$ cat src/rtl/fp_round_unit_pkg.sv
// Shared FPU types and constants for the rounding stage: float layout,
// rounding modes, exception flag bundle and functional-unit status.
package fp_round_unit_pkg;

    typedef struct packed {
        logic        sign;
        logic [7:0]  exponent;
        logic [22:0] mantissa;
    } float_t;

    typedef enum logic {
        FREE = 1'b0,
        BUSY = 1'b1
    } fu_state_e;

    typedef enum logic [2:0] {
        RNE = 3'b000,
        RTZ = 3'b001,
        RDN = 3'b010,
        RUP = 3'b011,
        RMM = 3'b100
    } rnd_mode_e;

    typedef struct packed {
        logic nv;
        logic dz;
        logic of;
        logic uf;
        logic nx;
    } fflags_t;

    localparam logic [31:0] CANONICAL_NAN = 32'h7FC0_0000;
    localparam logic [30:0] MAX_FINITE    = 31'h7F7F_FFFF;

endpackage

$ cat src/rtl/fp_round_increment.sv
// Decides whether the truncated magnitude must be bumped by one ULP for the
// selected rounding mode; undefined modes never increment.
module fp_round_increment
    import fp_round_unit_pkg::*;
(
    input  logic       sign,
    input  logic       lsb,
    input  logic [2:0] grs,
    input  rnd_mode_e  mode,
    output logic       inc,
    output logic       inexact
);

    logic g;
    logic r;
    logic s;

    assign {g, r, s} = grs;
    assign inexact   = g | r | s;

    always_comb begin
        inc = 1'b0;
        case (mode)
            RNE:     inc = g & (r | s | lsb);
            RTZ:     inc = 1'b0;
            RDN:     inc = sign & inexact;
            RUP:     inc = ~sign & inexact;
            RMM:     inc = g;
            default: inc = 1'b0;
        endcase
    end

endmodule

$ cat src/rtl/fp_round_unit.sv
// Final rounding stage of the FPU: rounds a pre-normalized single-precision
// result, resolves special cases and keeps the sticky accrued fflags.
module fp_round_unit
    import fp_round_unit_pkg::*;
(
    input  logic      clk_i,
    input  logic      rst_n_i,
    input  logic      clk_en_i,
    input  float_t    to_round_unit_i,
    input  logic [2:0] grs_i,
    input  logic      valid_i,
    output logic      ready_o,
    input  logic      overflow_i,
    input  logic      underflow_i,
    input  logic      invalid_op_i,
    input  logic      zero_divide_i,
    input  rnd_mode_e rounding_mode_i,
    output float_t    result_o,
    output logic      valid_o,
    input  logic      ready_i,
    output fflags_t   fflags_o,
    output fflags_t   fflags_acc_o,
    input  logic      clear_flags_i,
    output fu_state_e fu_state_o
);

    localparam logic [1:0] IDLE      = 2'd0;
    localparam logic [1:0] ROUND     = 2'd1;
    localparam logic [1:0] NORMALIZE = 2'd2;
    localparam logic [1:0] VALID     = 2'd3;

    logic [1:0] state;

    float_t     in_p0;
    logic [2:0] grs_p0;
    rnd_mode_e  mode_p0;
    logic       ovf_p0;
    logic       unf_p0;
    logic       inv_p0;
    logic       dz_p0;

    logic [30:0] sum_p1;
    logic        nx_p1;

    float_t  result_p2;
    fflags_t flags_p2;
    fflags_t acc;

    logic    inc;
    logic    inexact;
    logic    in_nan;
    logic    in_inf;
    logic    illegal_mode;
    logic    handshake;
    float_t  norm_result;
    fflags_t norm_flags;

    function automatic float_t overflow_result(input logic sign, input rnd_mode_e mode);
        case (mode)
            RTZ:     return {sign, MAX_FINITE};
            RDN:     return sign ? {1'b1, 8'hFF, 23'd0} : {1'b0, MAX_FINITE};
            RUP:     return sign ? {1'b1, MAX_FINITE} : {1'b0, 8'hFF, 23'd0};
            default: return {sign, 8'hFF, 23'd0};
        endcase
    endfunction

    fp_round_increment u_increment (
        .sign    (in_p0.sign),
        .lsb     (in_p0.mantissa[0]),
        .grs     (grs_p0),
        .mode    (mode_p0),
        .inc     (inc),
        .inexact (inexact)
    );

    assign in_nan       = (&in_p0.exponent) & (|in_p0.mantissa);
    assign in_inf       = (&in_p0.exponent) & ~(|in_p0.mantissa);
    assign illegal_mode = !(mode_p0 inside {RNE, RTZ, RDN, RUP, RMM});
    assign handshake    = (state == VALID) && ready_i;

    always_comb begin
        norm_result    = {in_p0.sign, sum_p1};
        norm_flags     = '0;
        norm_flags.nx  = nx_p1;
        norm_flags.uf  = unf_p0 & nx_p1;
        if (inv_p0 || in_nan || illegal_mode) begin
            norm_result   = CANONICAL_NAN;
            norm_flags    = '0;
            norm_flags.nv = 1'b1;
        end else if (dz_p0) begin
            norm_result   = {in_p0.sign, 8'hFF, 23'd0};
            norm_flags    = '0;
            norm_flags.dz = 1'b1;
        end else if (in_inf) begin
            norm_result = in_p0;
            norm_flags  = '0;
        end else if ((&sum_p1[30:23]) || ovf_p0) begin
            norm_result   = overflow_result(in_p0.sign, mode_p0);
            norm_flags    = '0;
            norm_flags.of = 1'b1;
            norm_flags.nx = 1'b1;
        end
    end

    // Stage p0: capture in IDLE; stage p1: increment applied to {exp, mant}
    always_ff @(posedge clk_i) begin
        if (clk_en_i) begin
            if (state == IDLE && valid_i) begin
                in_p0   <= to_round_unit_i;
                grs_p0  <= grs_i;
                mode_p0 <= rounding_mode_i;
                ovf_p0  <= overflow_i;
                unf_p0  <= underflow_i;
                inv_p0  <= invalid_op_i;
                dz_p0   <= zero_divide_i;
            end
            if (state == ROUND) begin
                sum_p1 <= {in_p0.exponent, in_p0.mantissa} + 31'(inc);
                nx_p1  <= inexact;
            end
        end
    end

    // Stage p2: special-case resolution registered into the output holding regs
    always_ff @(posedge clk_i) begin
        if (!rst_n_i) begin
            state     <= IDLE;
            result_p2 <= '0;
            flags_p2  <= '0;
            acc       <= '0;
        end else if (clk_en_i) begin
            case (state)
                IDLE:      if (valid_i) state <= ROUND;
                ROUND:     state <= NORMALIZE;
                NORMALIZE: begin
                    state     <= VALID;
                    result_p2 <= norm_result;
                    flags_p2  <= norm_flags;
                end
                VALID:     if (ready_i) state <= IDLE;
                default:   state <= IDLE;
            endcase
            // A clear coinciding with a handshake must not swallow the new flags.
            if (handshake) begin
                acc <= (clear_flags_i ? fflags_t'('0) : acc) | flags_p2;
            end else if (clear_flags_i) begin
                acc <= '0;
            end
        end
    end

    assign ready_o      = (state == IDLE);
    assign valid_o      = (state == VALID);
    assign result_o     = result_p2;
    assign fflags_o     = flags_p2;
    assign fflags_acc_o = acc;
    assign fu_state_o   = (state == IDLE) ? FREE : BUSY;

endmodule

$ cat config.mk
export PLATFORM = sky130hd
export DESIGN_NAME = fp_round_unit
export DESIGN_NICKNAME = d
export VERILOG_FILES = /design/src/rtl/fp_round_unit_pkg.sv /design/src/rtl/fp_round_increment.sv /design/src/rtl/fp_round_unit.sv
export SDC_FILE = /design/constraint.sdc
export NUM_CORES = 1
export LEC_CHECK = 0
export CORE_ASPECT_RATIO = 1.5
export CORE_MARGIN = 5
export CORE_UTILIZATION = 45
export CTS_BUF_LIST = sky130_fd_sc_hd__clkbuf_4 sky130_fd_sc_hd__clkbuf_8
export CTS_CLUSTER_SIZE = 28
export DETAILED_ROUTE_END_ITERATION = 8
export GPL_ROUTABILITY_DRIVEN = 0
export MAX_ROUTING_LAYER = met4
export PLACE_DENSITY = 0.77
export SYNTH_ARGS = -nofsm -noshare
export SYNTH_HDL_FRONTEND = slang
export SYNTH_HIERARCHICAL = 1
export SYNTH_SLANG_ARGS = --single-unit
$ cat constraint.sdc
create_clock -name clk_i -period 2.6 [get_ports clk_i]
set_input_delay 0.26 -clock clk_i [delete_from_list [all_inputs] [get_ports clk_i]]
set_output_delay 0.26 -clock clk_i [all_outputs]
set_load 0.01 [all_outputs]
==> results of run 1 <==
-- critical path, cell delays in order (launching register included) --
cell,delay (ns)
edfxtp_1,0.43
buf_4,0.17
o41ai_2,0.28
ha_2,0.27
ha_4,0.15
nand3_2,0.09
nor3_2,0.28
nor2b_1,0.17
buf_4,0.16
nand4_1,0.13
xnor2_1,0.15
-- report_power, final --
group          leakage [nW]  internal, mW  switching, mW
sequential             1.04          2.07         0.0516
combinational         0.946         0.147          0.124
clock                 0.206         0.900          0.641
total                  2.19          3.12          0.817
-- per-stage QoR --
step	setup slack, ns	total power [mW]	utilization	cell area, um2	setup TNS [ns]
floorplan	0.244	2.29	-	5040	0
global placement	0.127	2.42	0.555	6100	0
detailed placement	0.0405	2.43	0.555	6100	0
CTS	0.0307	3.98	0.589	6480	0
global route	-0.0241	4.10	0.594	6530	-0.0796
finish	0.0684	3.93	0.594	6530	0
-- layer usage --
metal  vias to the layer above  global-route usage  part of all wire
met3                        19              0.0502             0.040
met4                         0              0.0828             0.028
met1                      1574               0.184              0.40
met5                         -                   -                 0
met2                        93               0.257              0.53
li1                       1677                   -                 -
-- what timing repair did --
item	in CTS	in global routing
endpoints found under the setup margin	0	9
setup buffers	0	3
hold buffers	0	0
endpoints found under the hold margin	0	0
resized for setup	0	5
-- cells by family after synthesis --
kind of cell / synth area share
AND/OR/NAND/NOR: 0.151
flip-flops: 0.616
AO/OA/AOI/OAI: 0.133
XOR/XNOR: 0.0539
buffers and inverters: 0.0258
adder cells (fa/ha/maj): 0.0149
multiplexers: 0.00596
-- cells in the mapped netlist, types with 6 or more instances --
cell type,number,area [um2]
edfxtp_1,74,2220
nand2_1,68,255
dfxtp_1,44,881
a21o_1,22,165
xnor2_1,22,193
a21boi_2,20,225
nor2_1,11,41.3
nor2b_1,10,62.6
and2_1,9,56.3
and3_1,9,56.3
clkbuf_1,9,33.8
nand4_1,9,56.3
xor2_1,9,78.8
inv_1,8,30.0
o21ai_1,7,35.0
ha_1,6,75.1
nor4_1,6,37.5
-- cells in the final DEF, fill, tap and decap left out, types with 9 or more instances in the layout --
cell type and n:
nand4_1 9, clkdlybuf4s50_1 92, edfxtp_1 74, a21boi_2 20, nand2_1 68, xnor2_1 22, nor2b_1 10, clkbuf_8 20
buf_4 10, nor2_1 11, xor2_1 9, a21o_1 22, dfxtp_1 44, and2_1 9
-- worst paths after layout --
check | startpoint | to | slack, ns | cells past startpoint
setup / recovery | mode_p0[0] | sum_p1[28] | 0.07 | 10
hold reg to reg | result_o[1] | result_o[1] | 0.45 | 2
hold / removal | rounding_mode_i[0] | mode_p0[0] | 0.39 | 1
setup reg to reg | mode_p0[0] | sum_p1[28] | 0.07 | 10
-- final cells by class --
| type | instances | area share |
|---|---|---|
| inverter | 8 | 0.00460 |
| timing repair buffer | 102 | 0.153 |
| sequential | 118 | 0.475 |
| clock inverter | 5 | 0.00767 |
| tap | 147 | 0.0282 |
| clock buffer | 27 | 0.0502 |
| multi-input combinational | 264 | 0.281 |
-- sequential cells by signal, indices dropped and copies added (netlist names), 2 cells and up --
name,flops
fflags_o,5
in_p0,32
grs_p0,3
result_o,32
fflags_acc_o,5
mode_p0,3
state,2
sum_p1,31
==> results.sh, run 1 <==
export IMPL_grt_usage=0.163
export IMPL_ys_flop_type="edfxtp_1"
export IMPL_io_buffers=92
export IMPL_final_cells=671
export IMPL_required_ns=2.77
export IMPL_hold_slack_ns=0.391
export IMPL_avgViaCountPerCell=5.01
export IMPL_arrival_ns=2.71
export IMPL_drt_iter0_markers=118
export IMPL_die_w_um=96.4
export IMPL_seq_area_frac_synth=0.616
export IMPL_synth_edf_count=74
export IMPL_clockBufferDepth=2
export IMPL_critPathKind="register to register"
export IMPL_pin_count=93
export IMPL_syn_area_per_cell_um2=12.4
export IMPL_postRouteWirelength_mm=9.77
export IMPL_drt_pass1_iter_count=4
export IMPL_async_flop_share=0
export IMPL_diodes=0
export IMPL_fp_row_count=47
export IMPL_synthToLayoutAreaGrowth_pct=29.5
export IMPL_hpwl_mm=7.22
export IMPL_drv_cap=0
export IMPL_cts_num_sinks=118
export IMPL_synth_cell_types=45
export IMPL_wl_per_cell_um=14.6
export IMPL_grt_pass1_wl_mm=16.4
export IMPL_layout_drive_gt1_share=0.149
export IMPL_netlist_area_um2=5040
export IMPL_fin_crit_sh=0.974
export IMPL_endpoint_kind="register"
export IMPL_skew_ns=0.0101
export IMPL_syn_inst=407
export IMPL_rsz0062_at_grt="yes"
export IMPL_clk_pin_slew_ns=0.07
export IMPL_worst_pin_slew_ns=0.831
export IMPL_p_leak_nw=2.19
export IMPL_period_minus_slack_ns=2.53
export IMPL_syn_nets=461
export IMPL_final_setup_viol_count=0
export IMPL_n_fill_cell=908
export IMPL_fmax_mhz=395
export IMPL_remaining_drc_errors=0
export IMPL_die_h_um=140
export IMPL_cts_buffers=17
export IMPL_antenna_found_initial=0
export IMPL_vias=3363
export IMPL_min_path_type="input port to register"
export IMPL_seq_area_um2=3100
export IMPL_dp_cells=636
export IMPL_cp_start_kind="register"
export IMPL_antenna_left=0
export IMPL_drv_slew=0
export IMPL_slew_headroom=0.446
export IMPL_htreeDepth=4
export IMPL_start_util=0.458
export IMPL_synth_warnings=6
export IMPL_overflow=0
export IMPL_multi_input_area_um2=1840
export IMPL_cp_max_fo=7
export IMPL_grt_pass1_vias=3460
export IMPL_cts_tree="done"
export IMPL_clk_latency_ns=0.42
export IMPL_finalNetCount=565
export IMPL_outcome="finished, final reports clean"
export IMPL_ir_drop_mv=0.361
export IMPL_hold_violations=0
export IMPL_ys_seq_elements=118
export IMPL_p_per_area_nw_per_um2=603
export IMPL_die_area_um2=13500
export IMPL_cts_root_buf="clkbuf_8"
export IMPL_grt_start_max_net_pins=45
export IMPL_core_um2=11000
(Power assumes the default switching activity.)
==> inputs of run 2 (changes only) <==
--- a/config.mk
+++ b/config.mk
@@ -8,7 +8,6 @@
 export CORE_ASPECT_RATIO = 1.5
 export CORE_MARGIN = 5
 export CORE_UTILIZATION = 45
-export CTS_BUF_LIST = sky130_fd_sc_hd__clkbuf_4 sky130_fd_sc_hd__clkbuf_8
 export CTS_CLUSTER_SIZE = 28
 export DETAILED_ROUTE_END_ITERATION = 8
 export GPL_ROUTABILITY_DRIVEN = 0
==> run 2 against run 1 <==
Critical path type unchanged. Die area did not move. Clock-buffer cell count increased by 1. Flip-flop and latch count stayed put. Utilization is 1.6 points higher. Clock power up 34%.
==> results.sh, run 2 (same netlist as run 1, synthesis figures left out) <==
export IMPL_antenna_found_initial=0
export IMPL_start_util=0.458
export IMPL_hpwl_mm=7.22
export IMPL_pre_cts_slack_ns=0.0405
export IMPL_antenna_left=0
export IMPL_fp_row_count=47
export IMPL_drv_slew=0
export IMPL_die_h_um=140
export IMPL_grt_start_max_net_pins=45
export IMPL_diodes=0
export IMPL_post_dp_cell_area_um2=6100
export IMPL_cp_start_kind="register"
export IMPL_finalNetCount=566
export IMPL_final_cell_mix="clkdlybuf4s50_1 (92), edfxtp_1 (74), nand2_1 (68)"
export IMPL_cts_buffers=17
export IMPL_p_total_mw=4.46
export IMPL_fin_crit_sh=0.965
export IMPL_outcome="finished, final reports clean"
export IMPL_worst_pin_slew_ns=0.819
export IMPL_n_fill_cell=877
export IMPL_cts_tree="done"
export IMPL_met3_usage=0.0454
export IMPL_layout_drive_gt1_share=0.137
export IMPL_slew_headroom=0.454
export IMPL_final_common_cell="clkdlybuf4s50_1"
export IMPL_skew_ns=0.00738
export IMPL_cp_max_fo=7
export IMPL_p_per_area_nw_per_um2=665
export IMPL_arrival_ns=2.67
export IMPL_io_buffers=92
export IMPL_drt_pass1_iter_count=5
export IMPL_required_ns=2.76
export IMPL_postRouteWirelength_mm=10.1
export IMPL_pin_count=93
export IMPL_cts_root_buf="clkbuf_16"
export IMPL_use_met1=0.183
export IMPL_vias=3415
export IMPL_final_cells=672
export IMPL_clk_pin_slew_ns=0.05
export IMPL_clk_latency_ns=0.41
export IMPL_stdcell_area_um2=6710
export IMPL_hold_violations=0
export IMPL_ir_drop_mv=0.456
export IMPL_p_leak_nw=2.26
export IMPL_overflow=0
export IMPL_grt_pass1_wl_mm=16.7
export IMPL_setup_tns_final_ns=0
export IMPL_hold_slack_ns=0.405
export IMPL_final_setup_viol_count=0
export IMPL_die_w_um=96.4
export IMPL_synthToLayoutAreaGrowth_pct=33.1
export IMPL_min_path_type="input port to register"
export IMPL_drv_cap=0
export IMPL_remaining_drc_errors=0
export IMPL_wl_per_cell_um=15.1
export IMPL_drt_iter0_markers=125
export IMPL_met2_usage=0.270
export IMPL_setup_slack_ns=0.0907
export IMPL_clockBufferDepth=2
export IMPL_avgViaCountPerCell=5.08
export IMPL_final_util=0.610
export IMPL_htreeDepth=4
export IMPL_grt_pass1_vias=3514
export IMPL_period_minus_slack_ns=2.51
export IMPL_cts_num_sinks=118
export IMPL_dp_cells=636
export IMPL_top_usage_layer="met2"
export IMPL_die_area_um2=13500
export IMPL_fmax_mhz=399
export IMPL_critPathKind="register to register"
export IMPL_grt_usage=0.167
export IMPL_endpoint_kind="register"
export IMPL_core_um2=11000
[run 2: per-layer routing]
layer / up-vias / part of all wire
met2: 100 / 0.54
li1: 1685 / -
met3: 21 / 0.043
met1: 1609 / 0.39
met5: - / 0
met4: 0 / 0.029
[run 2: what timing repair did]
item,CTS,global route
hold buffers,0,0
resized for setup,0,7
setup endpoints to repair,0,8
buffers inserted,0,4
[run 2: path summary, 6_finish.rpt]
| kind | cells past startpoint | to | startpoint | slack [ns] |
|---|---|---|---|---|
| min reg2reg | 2 | result_o[1] | result_o[1] | 0.45 |
| max | 10 | sum_p1[28] | mode_p0[0] | 0.09 |
| max reg2reg | 10 | sum_p1[28] | mode_p0[0] | 0.09 |
| min | 1 | in_p0[17] | to_round_unit_i[17] | 0.40 |
[run 2: final cells by class]
class	instances	area (um2)	area share
clock inverter	4	20.0	0.00298
inverter	8	30.0	0.00448
multi-input combinational	264	1850	0.276
tap	147	184	0.0274
timing repair buffer	103	1000	0.150
sequential	118	3100	0.463
clock buffer	28	518	0.0772
[run 2: power breakdown]
| part | leakage, nW | internal (mW) | switching (mW) |
|---|---|---|---|
| Combinational | 0.958 | 0.147 | 0.125 |
| Clock | 0.267 | 1.34 | 0.722 |
| Sequential | 1.04 | 2.08 | 0.0532 |
[run 2: worst max-delay path, cell delays in order, from the launching register on]
cell and delay [ns]:
edfxtp_1 0.42, buf_4 0.17, o41ai_2 0.28, ha_2 0.27, ha_4 0.16, nand3_4 0.09, nor3_4 0.24, nor2b_1 0.16
buf_4 0.16, nand4_1 0.14, xnor2_1 0.16
